**config.mk**
```make
export PLATFORM = sky130hd
export DESIGN_NAME = saturn_bus_arbiter
export DESIGN_NICKNAME = d
export VERILOG_FILES = /design/src/rtl/saturn_bus_arbiter.sv
export SDC_FILE = /design/constraint.sdc
export NUM_CORES = 1
export LEC_CHECK = 0
export ABC_AREA = 0
export BUFFER_PORTS_ARGS = -buffer_cell sky130_fd_sc_hd__buf_2
export CORE_ASPECT_RATIO = 2
export CORE_UTILIZATION = 46
export DETAILED_ROUTE_END_ITERATION = 8
export PLACE_DENSITY = 0.69
export SLEW_MARGIN = 20
export SYNTH_ARGS = -nofsm -noshare
export SYNTH_HDL_FRONTEND = slang
export SYNTH_SLANG_ARGS = --single-unit
```
**constraint.sdc**
```tcl
create_clock -name clk -period 4.3 [get_ports clk]
set_input_delay 1.29 -clock clk [delete_from_list [all_inputs] [get_ports clk]]
set_output_delay 1.29 -clock clk [all_outputs]
set_load 0.1 [all_outputs]
```
**src/rtl/saturn_bus_arbiter.sv**
```systemverilog
// saturn_bus_arbiter: nibble-bus controller arbitrating instruction fetch and
// multi-nibble ALU data transfers, one beat per core cycle on the send/recv
// phase strobes. Optional build macro SATURN_BUS_WPROT_EN suppresses stores
// below ROM_TOP and pulses o_bus_error for each suppressed beat instead.
module saturn_bus_arbiter #(
  parameter int unsigned       ADDR_W  = 20,
  parameter logic [ADDR_W-1:0] ROM_TOP = ADDR_W'(20'h80000)
) (
  input  logic              clk,
  input  logic              reset,
  input  logic              i_en_bus_send,
  input  logic              i_en_bus_recv,
  input  logic              i_fetch_req,
  input  logic [ADDR_W-1:0] i_fetch_addr,
  output logic              o_fetch_valid,
  input  logic              i_data_req,
  input  logic              i_data_we,
  input  logic [ADDR_W-1:0] i_data_addr,
  input  logic [3:0]        i_data_len,
  input  logic [3:0]        i_data_wnib,
  output logic              o_data_beat,
  output logic              o_data_done,
  output logic [3:0]        o_nibble,
  output logic              o_stall,
  output logic              o_bus_error,
  output logic [ADDR_W-1:0] o_mem_addr,
  output logic              o_mem_rd,
  output logic              o_mem_wr,
  output logic [3:0]        o_mem_wdata,
  input  logic [3:0]        i_mem_rdata
);

  localparam int unsigned NIB_W = 4;
  localparam int unsigned CNT_W = 4;

  typedef enum logic [1:0] {
    S_IDLE  = 2'd0,
    S_FETCH = 2'd1,
    S_DATA  = 2'd2
  } state_e;

  state_e state_q, state_d;

  logic [ADDR_W-1:0] mem_addr_q, mem_addr_d;
  logic [ADDR_W-1:0] daddr_q, daddr_d;
  logic [CNT_W-1:0]  cnt_q, cnt_d;
  logic [NIB_W-1:0]  wdata_q, wdata_d;
  logic [NIB_W-1:0]  nibble_q, nibble_d;
  logic rd_q, rd_d;
  logic wr_q, wr_d;
  logic we_q, we_d;
  logic out_q, out_d;     // a beat is issued and awaits its recv edge
  logic supp_q, supp_d;   // the outstanding beat is a suppressed store
  logic stall_q, stall_d;
  logic fval_q, fval_d;
  logic beat_q, beat_d;
  logic done_q, done_d;
  logic err_q, err_d;
  logic issue_beat;

  // Beat parameters: the grant edge uses the request lines, later beats the latched copies
  logic [ADDR_W-1:0] beat_addr_c;
  logic              beat_we_c;
  logic              below_rom_c;
  logic              wp_block_c;

  assign beat_addr_c = (state_q == S_DATA) ? daddr_q : i_data_addr;
  assign beat_we_c   = (state_q == S_DATA) ? we_q : i_data_we;
  assign below_rom_c = (beat_addr_c < ROM_TOP);

`ifdef SATURN_BUS_WPROT_EN
  assign wp_block_c = below_rom_c;
`else
  logic unused_wprot_c;
  assign wp_block_c     = 1'b0;
  assign unused_wprot_c = below_rom_c;
`endif

  // State register
  always_ff @(posedge clk) begin
    if (!reset) state_q <= S_IDLE;
    else        state_q <= state_d;
  end

  // Next-state: grant only on a send strobe in IDLE, data before fetch
  always_comb begin
    state_d = state_q;
    case (state_q)
      S_IDLE: begin
        if (i_en_bus_send) begin
          if (i_data_req)       state_d = S_DATA;
          else if (i_fetch_req) state_d = S_FETCH;
        end
      end
      S_FETCH: begin
        if (out_q && i_en_bus_recv) state_d = S_IDLE;
      end
      S_DATA: begin
        if (out_q && i_en_bus_recv && (cnt_q == CNT_W'(0))) state_d = S_IDLE;
      end
      default: state_d = S_IDLE;
    endcase
  end

  // Output/datapath next values: issue beats on send, retire them on recv
  always_comb begin
    mem_addr_d = mem_addr_q;
    daddr_d    = daddr_q;
    cnt_d      = cnt_q;
    wdata_d    = wdata_q;
    nibble_d   = nibble_q;
    rd_d       = rd_q;
    wr_d       = wr_q;
    we_d       = we_q;
    out_d      = out_q;
    supp_d     = supp_q;
    stall_d    = stall_q;
    fval_d     = 1'b0;
    beat_d     = 1'b0;
    done_d     = 1'b0;
    err_d      = 1'b0;
    issue_beat = 1'b0;

    case (state_q)
      S_IDLE: begin
        if (i_en_bus_send) begin
          if (i_data_req) begin
            daddr_d    = i_data_addr;
            cnt_d      = i_data_len;
            we_d       = i_data_we;
            stall_d    = 1'b1;
            issue_beat = 1'b1;
          end else if (i_fetch_req) begin
            mem_addr_d = i_fetch_addr;
            rd_d       = 1'b1;
            out_d      = 1'b1;
          end
        end
      end
      S_FETCH: begin
        if (out_q && i_en_bus_recv) begin
          rd_d     = 1'b0;
          out_d    = 1'b0;
          nibble_d = i_mem_rdata;
          fval_d   = 1'b1;
        end
      end
      S_DATA: begin
        if (out_q) begin
          if (i_en_bus_recv) begin
            rd_d    = 1'b0;
            wr_d    = 1'b0;
            out_d   = 1'b0;
            supp_d  = 1'b0;
            err_d   = supp_q;
            beat_d  = 1'b1;
            daddr_d = daddr_q + ADDR_W'(1);
            cnt_d   = cnt_q - CNT_W'(1);
            if (!we_q) nibble_d = i_mem_rdata;
            if (cnt_q == CNT_W'(0)) begin
              done_d  = 1'b1;
              stall_d = 1'b0;
            end
          end
        end else if (i_en_bus_send) begin
          issue_beat = 1'b1;
        end
      end
      default: ;
    endcase

    if (issue_beat) begin
      mem_addr_d = beat_addr_c;
      out_d      = 1'b1;
      if (beat_we_c) begin
        wdata_d = i_data_wnib;
        wr_d    = !wp_block_c;
        supp_d  = wp_block_c;
      end else begin
        rd_d = 1'b1;
      end
    end
  end

  // Output and datapath registers
  always_ff @(posedge clk) begin
    if (!reset) begin
      mem_addr_q <= '0;
      daddr_q    <= '0;
      cnt_q      <= '0;
      wdata_q    <= '0;
      nibble_q   <= '0;
      rd_q       <= 1'b0;
      wr_q       <= 1'b0;
      we_q       <= 1'b0;
      out_q      <= 1'b0;
      supp_q     <= 1'b0;
      stall_q    <= 1'b0;
      fval_q     <= 1'b0;
      beat_q     <= 1'b0;
      done_q     <= 1'b0;
      err_q      <= 1'b0;
    end else begin
      mem_addr_q <= mem_addr_d;
      daddr_q    <= daddr_d;
      cnt_q      <= cnt_d;
      wdata_q    <= wdata_d;
      nibble_q   <= nibble_d;
      rd_q       <= rd_d;
      wr_q       <= wr_d;
      we_q       <= we_d;
      out_q      <= out_d;
      supp_q     <= supp_d;
      stall_q    <= stall_d;
      fval_q     <= fval_d;
      beat_q     <= beat_d;
      done_q     <= done_d;
      err_q      <= err_d;
    end
  end

  assign o_mem_addr    = mem_addr_q;
  assign o_mem_rd      = rd_q;
  assign o_mem_wr      = wr_q;
  assign o_mem_wdata   = wdata_q;
  assign o_nibble      = nibble_q;
  assign o_stall       = stall_q;
  assign o_fetch_valid = fval_q;
  assign o_data_beat   = beat_q;
  assign o_data_done   = done_q;
  assign o_bus_error   = err_q;

endmodule

```
==> results_dict.tcl, run 1 <==
set metrics [dict create \
    grt_remaining_overflow 0 \
    cellPowerDensity_mw_per_mm2 427.4 \
    dpl.hpwl_mm 6.446 \
    hp-start "cnt_q[1]$_SDFFE_PN0P_" \
    place.gp.congestion 0.8692 \
    finalWorstSetupSlack_ps 1372 \
    peakVddDrop_mv 0.2485 \
    die_x_um 62.48 \
    clock_latency_ps 330 \
    die_h_um 122.9 \
    firstDrtPassIters 4 \
    max_clock_freq_mhz 341.5 \
    antenna_left 0 \
    required_ps 4570 \
    placedCellCount 564 \
    setup_viol 0 \
    worstHoldPathType "flop to flop" \
    grt_pass1_vias 3179 \
    cts_buffer_depth 2 \
    cts_hold_buf 0 \
    dpl_worst_slack_ps 1047 \
    cts_buffers 9 \
    synthFlopType "dfxtp_1" \
    vias_per_cell 5.716 \
    regToRegSetupSlack_ps 2050 \
    synthArstFlopShare 0 \
    start_kind "input pin" \
    hold_violations 0 \
    design_area_mm2 0.004044 \
    die_area_mm2 0.007681 \
    drc 0 \
    placed_area_mm2 0.003782 \
    status "finished, final reports clean" \
    crit_arrival_ps 3200 \
    stdcell_count 577 \
    ys_warn_count 0 \
    period_minus_slack_ps 2928 \
    synth_area_per_cell_um2 8.206 \
    syn_inst 410 \
    antenna_found_initial 0 \
    fin_nets 546 \
    wl_mm 8.903 \
    tns_ps 0 \
    grt_max_degree 44 \
    grt_usage 0.2430 \
    clock-sinks 64 \
    p_leak_nw 1.762 \
    cp_max_fo 18 \
    critPathLaunch "reset" \
    fp.coreArea_mm2 0.006994 \
    layout-drive-gt1-share 0.2505 \
    drt-initial-drc-count 171 \
    max_cap_violations 0 \
    worstSetupEndpointType "flop" \
    fillers 708 \
    ios 94 \
    rows 43 \
    vias 3298 \
    floorplan.initialDensity 0.4810 \
    yosysSeqAreaShare 0.3808 \
    path_class "input pin to flop" \
    timing.rr.start "state_q[1]$_SDFFE_PN0P_" \
    rsz0062_at_grt "no" \
    relSlewSlack 0.4602 \
    clkTransAtPathRegs_ps 50 \
    fin_crit_sh 0.6810 \
    cts_resized 0 \
    cts_root_buf "clkbuf_16" \
    worst_pin_slew_ps 808.8 \
    portBuffers 93 \
    cts_tree "done" \
    synth_area_mm2 0.003364 \
    synthToLayoutAreaGrowth_pct 20.19 \
    ys_ff_latch 64 \
    synth_edf_count 0 \
    htree_levels 3 \
    skew_ps 6.101 \
    syn_nets 471 \
    diodes 0 \
    drv_slew 0 \
    grt_pass1_wl_mm 14.50 \
    synth_cell_type_count 61 \
    wl_per_cell_um 15.43 \
    post_cts_buffers 0 \
]
[flip-flops by register name, summed over array words and instances (netlist names)]
register,cells
daddr_q,20
o_mem_addr,20
cnt_q,4
o_mem_wdata,4
o_nibble,4
state_q,2
o_bus_error,1
o_data_beat,1
o_data_done,1
o_fetch_valid,1
o_mem_rd,1
o_mem_wr,1
o_stall,1
out_q,1
supp_q,1
we_q,1
[per-stage QoR]
stage | hold WS, ps | util | power [mW]
4_1_cts | 459.9 | 0.5782 | 1.738
3_3_place_gp | 453.8 | 0.5408 | 1.076
5_1_grt | 486.7 | 0.5782 | 1.798
2_1_floorplan | 432.3 | - | 1.003
3_5_place_dp | 452.9 | 0.5408 | 1.084
6_report | 469.0 | 0.5782 | 1.728
[final timing paths]
path,to,cells after the start
worst max register to register,o_mem_addr[16]$_SDFFE_PN0P_,4
worst min register to register,cnt_q[1]$_SDFFE_PN0P_,2
worst max-delay path,o_mem_addr[15]$_SDFFE_PN0P_,4
worst min-delay path,cnt_q[1]$_SDFFE_PN0P_,2
[final cells by class]
type / count / area [um2] / area share
clock buffer: 12 / 256.5 / 0.06343
clock inverter: 1 / 5.005 / 0.001238
inverter: 5 / 18.77 / 0.004641
multi-input combinational: 307 / 1867 / 0.4616
sequential: 64 / 1281 / 0.3168
tap: 90 / 112.6 / 0.02785
timing repair buffer: 98 / 503.0 / 0.1244
[metal layers]
layer	up-vias	global-route usage	share of wire
li1	1638	-	-
met1	1535	0.2512	0.39
met2	99	0.4409	0.53
met3	26	0.04151	0.043
met4	0	0.1672	0.039
met5	-	0	0
[where the power goes]
part	internal (mW)	switching (mW)	total (mW)
Sequential	0.634	0.0403	0.674
Clock	0.410	0.246	0.656
Combinational	0.109	0.290	0.398
[cell families (layout without fill, tap and decap cells)]
kind of cell               after synthesis  count (layout)  synth area share
xor gates and xnor gates                 1               1          0.002604
muxes                                   18              18           0.05355
buffers and inverters                   39             116           0.06582
adders and majority gates                2               2          0.007437
AOI/OAI and AO/OA                      137             137            0.2678
DFF                                     64              64            0.3808
and+or+nand+nor                        149             149            0.2220
[Yosys cell counts (2+ instances only)]
| library cell | count | share of area |
|---|---|---|
| dfxtp_1 | 64 | 0.38 |
| nand2_1 | 55 | 0.061 |
| o21ai_0 | 43 | 0.064 |
| a21oi_1 | 31 | 0.046 |
| nor2_1 | 30 | 0.033 |
| a22o_1 | 18 | 0.047 |
| mux2i_1 | 18 | 0.054 |
| buf_2 | 16 | 0.024 |
| nand3_1 | 11 | 0.016 |
| nor3_1 | 10 | 0.015 |
| and2_1 | 9 | 0.017 |
| a21o_1 | 6 | 0.013 |
| clkbuf_1 | 6 | 0.0067 |
| a31oi_1 | 5 | 0.0093 |
| buf_4 | 5 | 0.011 |
| nand4_1 | 5 | 0.0093 |
| o211ai_1 | 5 | 0.011 |
| inv_1 | 4 | 0.0045 |
| a211oi_1 | 3 | 0.0067 |
| a311oi_1 | 3 | 0.0078 |
| a41oi_1 | 3 | 0.0078 |
| buf_6 | 3 | 0.010 |
| clkbuf_2 | 3 | 0.0045 |
| nand2b_1 | 3 | 0.0056 |
| nor2b_1 | 3 | 0.0056 |
| nor3b_1 | 3 | 0.0067 |
| nor4_1 | 3 | 0.0056 |
| a221oi_1 | 2 | 0.0052 |
| a22oi_1 | 2 | 0.0045 |
| a32oi_1 | 2 | 0.0052 |
| and3_1 | 2 | 0.0037 |
| ha_1 | 2 | 0.0074 |
| nor2_2 | 2 | 0.0037 |
| o22ai_1 | 2 | 0.0037 |
| o31a_1 | 2 | 0.0052 |
[critical path, stage by stage]
cell	delay, ps
buf_2	280
clkinv_1	560
a21oi_2	810
a22o_1	250
[placed cells by master (no fill, tap or decap), types with 10 or more instances in the layout]
cell	instances
dfxtp_1	64
a21oi_1	31
nand3_1	11
nor2_1	30
a22o_1	18
o21ai_0	43
mux2i_1	18
nor3_1	10
buf_2	93
nand2_1	55
No activity file was read; power rests on OpenSTA's default activity.
==> run 2, diff against run 1 <==
ABC_AREA = 1   (was 0)
PLACE_DENSITY = 0.71   (was 0.69)
clock period = 2.4 ns   (was 4.3 ns; I/O delays follow)
==> results_dict.tcl, run 2 <==
set metrics [dict create \
    grt_pass1_vias 3387 \
    drv_slew 0 \
    hold_violations 0 \
    fin_crit_sh 0.7677 \
    path_cells "buf_2" \
    cts_buffer_depth 2 \
    p_leak_nw 2.055 \
    die_area_mm2 0.007998 \
    status "finished, final reports clean" \
    synth_edf_count 0 \
    cellPowerDensity_mw_per_mm2 792.5 \
    synth_area_per_cell_um2 6.447 \
    wl_mm 9.082 \
    drc 0 \
    synth.cells.most_frequent "137 x nand2_1, 86 x nor2_1, 64 x dfxtp_1" \
    synth_area_mm2 0.003507 \
    comb_power_share 0.291 \
    place.gp.congestion 0.8597 \
    htree_levels 3 \
    synth_area_leader_cell "dfxtp_1" \
    setup_viol 0 \
    synthTopCellsByArea "dfxtp_1 37%, nand2_1 15%, nor2_1 9.2%" \
    yosysSeqAreaShare 0.3653 \
    fillers 717 \
    cts_tree "done" \
    diodes 0 \
    rsz0062_at_grt "no" \
    syn_inst 544 \
    grt_pass1_wl_mm 14.86 \
    worstSetupEndpointType "primary output" \
    synth_top_area_frac 0.3653 \
    layout_common_cells "137 x nand2_1, 93 x buf_2, 86 x nor2_1, 64 x dfxtp_1, 46 x o21ai_1" \
    synthToLayoutAreaGrowth_pct 20.91 \
    vias 3758 \
    dpl.hpwl_mm 6.598 \
    grt_usage 0.2356 \
    clock_latency_ps 330 \
    slowest_stage "buf_2" \
    cp_max_fo 2 \
    seq_area_mm2 0.001281 \
    worst_pin_slew_ps 490.5 \
    skew_ps 4.459 \
    antenna_left 0 \
    multi_input_area_mm2 0.001863 \
    antenna_found_initial 0 \
    crit_arrival_ps 1120 \
    die_h_um 125.5 \
    clock-sinks 64 \
    clkTransAtPathRegs_ps 50 \
    required_ps 1680 \
    pwr-share-clk 0.339 \
    grt_max_degree 50 \
    switchingPower_mw 1.248 \
    p_int_mw 2.112 \
    synth_most_common_cell "nand2_1" \
    fp.coreArea_mm2 0.007322 \
    p_total_mw 3.360 \
    synthArstFlopShare 0 \
    die_x_um 63.74 \
    tns_ps 0 \
    max_clock_freq_mhz 542.8 \
    synth_cell_type_count 32 \
    syn_nets 605 \
    rows 44 \
    fin_nets 690 \
    period_minus_slack_ps 1842 \
    ios 94 \
    relSlewSlack 0.6753 \
    final_common_cell "nand2_1" \
    path_buf_inv 1 \
    cts_root_buf "clkbuf_16" \
    cts_buffers 9 \
    holdWs_ps 445.2 \
    peakVddDrop_mv 0.4879 \
    cts_hold_buf 0 \
    wl_per_cell_um 12.54 \
    drt-initial-drc-count 261 \
    slowest_delay_ps 440 \
    firstDrtPassIters 5 \
    sw_frac_of_total 0.3714 \
    cp_top_family "buffers and inverters" \
    synthFlopType "dfxtp_1" \
    pwr-share-seq 0.370 \
    start_kind "flop" \
    worstHoldPathType "flop to flop" \
    ys_warn_count 0 \
    grt_remaining_overflow 0 \
    layout-drive-gt1-share 0.2168 \
    post_cts_buffers 0 \
    cts_resized 0 \
    vias_per_cell 5.191 \
    ys_ff_latch 64 \
    max_cap_violations 0 \
    portBuffers 93 \
    path_class "flop to primary output" \
    floorplan.initialDensity 0.4790 \
]
run 2: power groups by stage:
stage	logic (mW)	registers, mW	clock network [mW]
final	0.977	1.24	1.14
after global routing	1.06	1.26	1.22
after CTS	0.978	1.24	1.16
after detailed placement	0.973	1.26	0
after global placement	0.963	1.26	0
after floorplan	0.427	1.63	0
run 2: cell type report:
type | instances | area share
timing repair buffer | 101 | 0.1269
clock inverter | 1 | 0.001180
clock buffer | 13 | 0.05901
sequential | 64 | 0.3022
tap | 92 | 0.02715
inverter | 50 | 0.04426
multi-input combinational | 403 | 0.4394
run 2: routing by layer:
metal / share of wire / global-route usage
met5: 0 / 0
met4: 0.033 / 0.1457
met3: 0.051 / 0.04106
met2: 0.49 / 0.3899
met1: 0.43 / 0.2751
run 2: cells by family (layout without fill, tap and decap cells):
logic type,count (synthesis),count (layout),synth area share
buffers and inverters,77,165,0.1035
adders and majority gates,2,2,0.007134
AOI/OAI and AO/OA,121,121,0.1852
and+or+nand+nor,278,278,0.3339
xor gates and xnor gates,2,2,0.004996
DFF,64,64,0.3653
run 2: final timing paths:
kind / from / to / slack [ps] / depth (start not counted)
max: o_mem_addr[1]$_SDFFE_PN0P_ / o_mem_addr[1] / 560 / 1
min: o_nibble[2]$_SDFFE_PN0P_ / o_nibble[2]$_SDFFE_PN0P_ / 450 / 2
max reg2reg: daddr_q[1]$_SDFFE_PN0P_ / daddr_q[14]$_SDFFE_PN0P_ / 640 / 10
min reg2reg: o_nibble[2]$_SDFFE_PN0P_ / o_nibble[2]$_SDFFE_PN0P_ / 450 / 2
run 2: stage by stage:
step	instance area, um2	utilization	std cells	worst slack, ps
2_1_floorplan	3507	-	544	669.7
3_3_place_gp	3985	0.5443	710	370.4
3_5_place_dp	3985	0.5443	710	288.1
4_1_cts	4240	0.5791	724	553.7
5_1_grt	4240	0.5791	724	425.5
6_report	4240	0.5791	724	557.6
==> run 3, diff against run 2 <==
PLACE_DENSITY = 0.68   (was 0.71)
clock period = 1.75 ns   (was 2.4 ns; I/O delays follow)
==> results_dict.tcl, run 3 (synthesis results as in run 2) <==
set metrics [dict create \
    wl_per_cell_um 12.46 \
    antenna_found_initial 0 \
    hold_depth 3 \
    max_clock_freq_mhz 606.4 \
    status "finished, final reports clean" \
    vias_per_cell 5.128 \
    clkTransAtPathRegs_ps 50 \
    p_leak_nw 2.130 \
    grt_pass1_wl_mm 15.44 \
    worst_pin_slew_ps 491.1 \
    grt_remaining_overflow 0 \
    worst-path-stages 1 \
    path_buf_inv 1 \
    drv_slew 0 \
    cts_buffer_depth 2 \
    antenna_left 0 \
    worstHoldPathType "input pin to flop" \
    finalWorstSetupSlack_ps 100.9 \
    max_cap_violations 0 \
    grt_pass1_vias 3550 \
    dpl.hpwl_mm 6.685 \
    dpl_worst_slack_ps 54.64 \
    cts_root_buf "clkbuf_16" \
    ios 94 \
    place.gp.congestion 0.8398 \
    cts_buffers 9 \
    htree_levels 3 \
    clock-sinks 64 \
    fp.coreArea_mm2 0.007322 \
    path_class "flop to primary output" \
    seq_area_mm2 0.001281 \
    grt_max_degree 46 \
    slowest_delay_ps 440 \
    peakVddDrop_mv 0.5873 \
    layout_common_cells "137 x nand2_1, 93 x buf_2, 86 x nor2_1, 64 x dfxtp_1, 46 x o21ai_1" \
    final_util 0.6015 \
    placedCellCount 716 \
    die_area_mm2 0.007998 \
    cp_top_family "buffers and inverters" \
    slowest_stage "buf_2" \
    clock_latency_ps 330 \
    relSlewSlack 0.6749 \
    worstSetupEndpointType "primary output" \
    wl_mm 9.122 \
    placed_area_mm2 0.004068 \
    layout-drive-gt1-share 0.2328 \
    drc 0 \
    final_common_cell "nand2_1" \
    hold_violations 0 \
    stdcell_count 732 \
    cellPowerDensity_mw_per_mm2 1116 \
    rows 44 \
    diodes 0 \
    cp_max_fo 2 \
    die_x_um 63.74 \
    required_ps 1220 \
    start_kind "flop" \
    rr_worst_depth 10 \
    fillers 735 \
    multi_input_area_mm2 0.001873 \
    drt-initial-drc-count 239 \
    design_area_mm2 0.004404 \
    die_h_um 125.5 \
    firstDrtPassIters 4 \
    vias 3754 \
    portBuffers 93 \
    floorplan.initialDensity 0.4790 \
    cts_tree "done" \
    path_cells "buf_2" \
    fin_nets 697 \
    period_minus_slack_ps 1649 \
    fin_crit_sh 0.9423 \
    synthToLayoutAreaGrowth_pct 25.58 \
    skew_ps 6.754 \
    grt_usage 0.2431 \
    crit_arrival_ps 1120 \
    cts_hold_buf 0 \
    setup_viol 0 \
]
==> run 3: changes by cell type in the layout (fill, tap and decap cells not counted) <==
cell	previous run	this run
buf_12	1	5
buf_4	7	10
bufinv_16	0	1
clkbuf_1	3	0
clkbuf_8	1	3
clkinv_2	1	2
nand3_1	25	24
nand3_2	0	1
nor2_2	3	2
nor2_4	3	4
==> run 3: where the power goes <==
part           leakage [nW]  internal, mW  switching [mW]
Clock                 0.154          1.20           0.619
Combinational          1.45         0.357            1.03
Sequential            0.526          1.60           0.102
Total                  2.13          3.16            1.75
==> run 3: worst paths after layout <==
path / from / to / slack (ps)
worst min-delay path: i_data_len[1] / cnt_q[1]$_SDFFE_PN0P_ / 430
worst max register to register: daddr_q[0]$_SDFFE_PN0P_ / daddr_q[16]$_SDFFE_PN0P_ / 150
worst max-delay path: o_mem_addr[3]$_SDFFE_PN0P_ / o_mem_addr[3] / 100
worst min register to register: o_nibble[3]$_SDFFE_PN0P_ / o_nibble[3]$_SDFFE_PN0P_ / 440
==> run 3: stage by stage <==
stage / power, mW / setup TNS, ps / hold WS [ps]
global placement: 3.087 / 0 / 430.6
finish: 4.913 / 0 / 430.6
floorplan: 2.814 / 0 / 432.1
detailed placement: 3.108 / 0 / 440.4
global route: 5.147 / -8.443 / 452.9
CTS: 4.936 / 0 / 435.9
==> run 3: per-layer routing <==
layer  global-route usage  wire (um)  up-vias
li1                     -          -     1959
met1               0.2838       3977     1688
met2               0.4193       4579       98
met3              0.04471        421        9
met4               0.1110        144        0
met5                    0          0        -
==> run 3: final cells by class <==
| class | instances | share of cell area |
|---|---|---|
| timing repair buffer | 108 | 0.1455 |
| clock inverter | 3 | 0.009091 |
| multi-input combinational | 403 | 0.4253 |
| tap | 92 | 0.02614 |
| sequential | 64 | 0.2909 |
| inverter | 50 | 0.04261 |
| clock buffer | 12 | 0.06051 |
==> run 3: repair_timing <==
| item | CTS | global route |
|---|---|---|
| endpoints found under the setup margin | 0 | 16 |
| setup buffers | 0 | 2 |
| resized for setup | 0 | 2 |
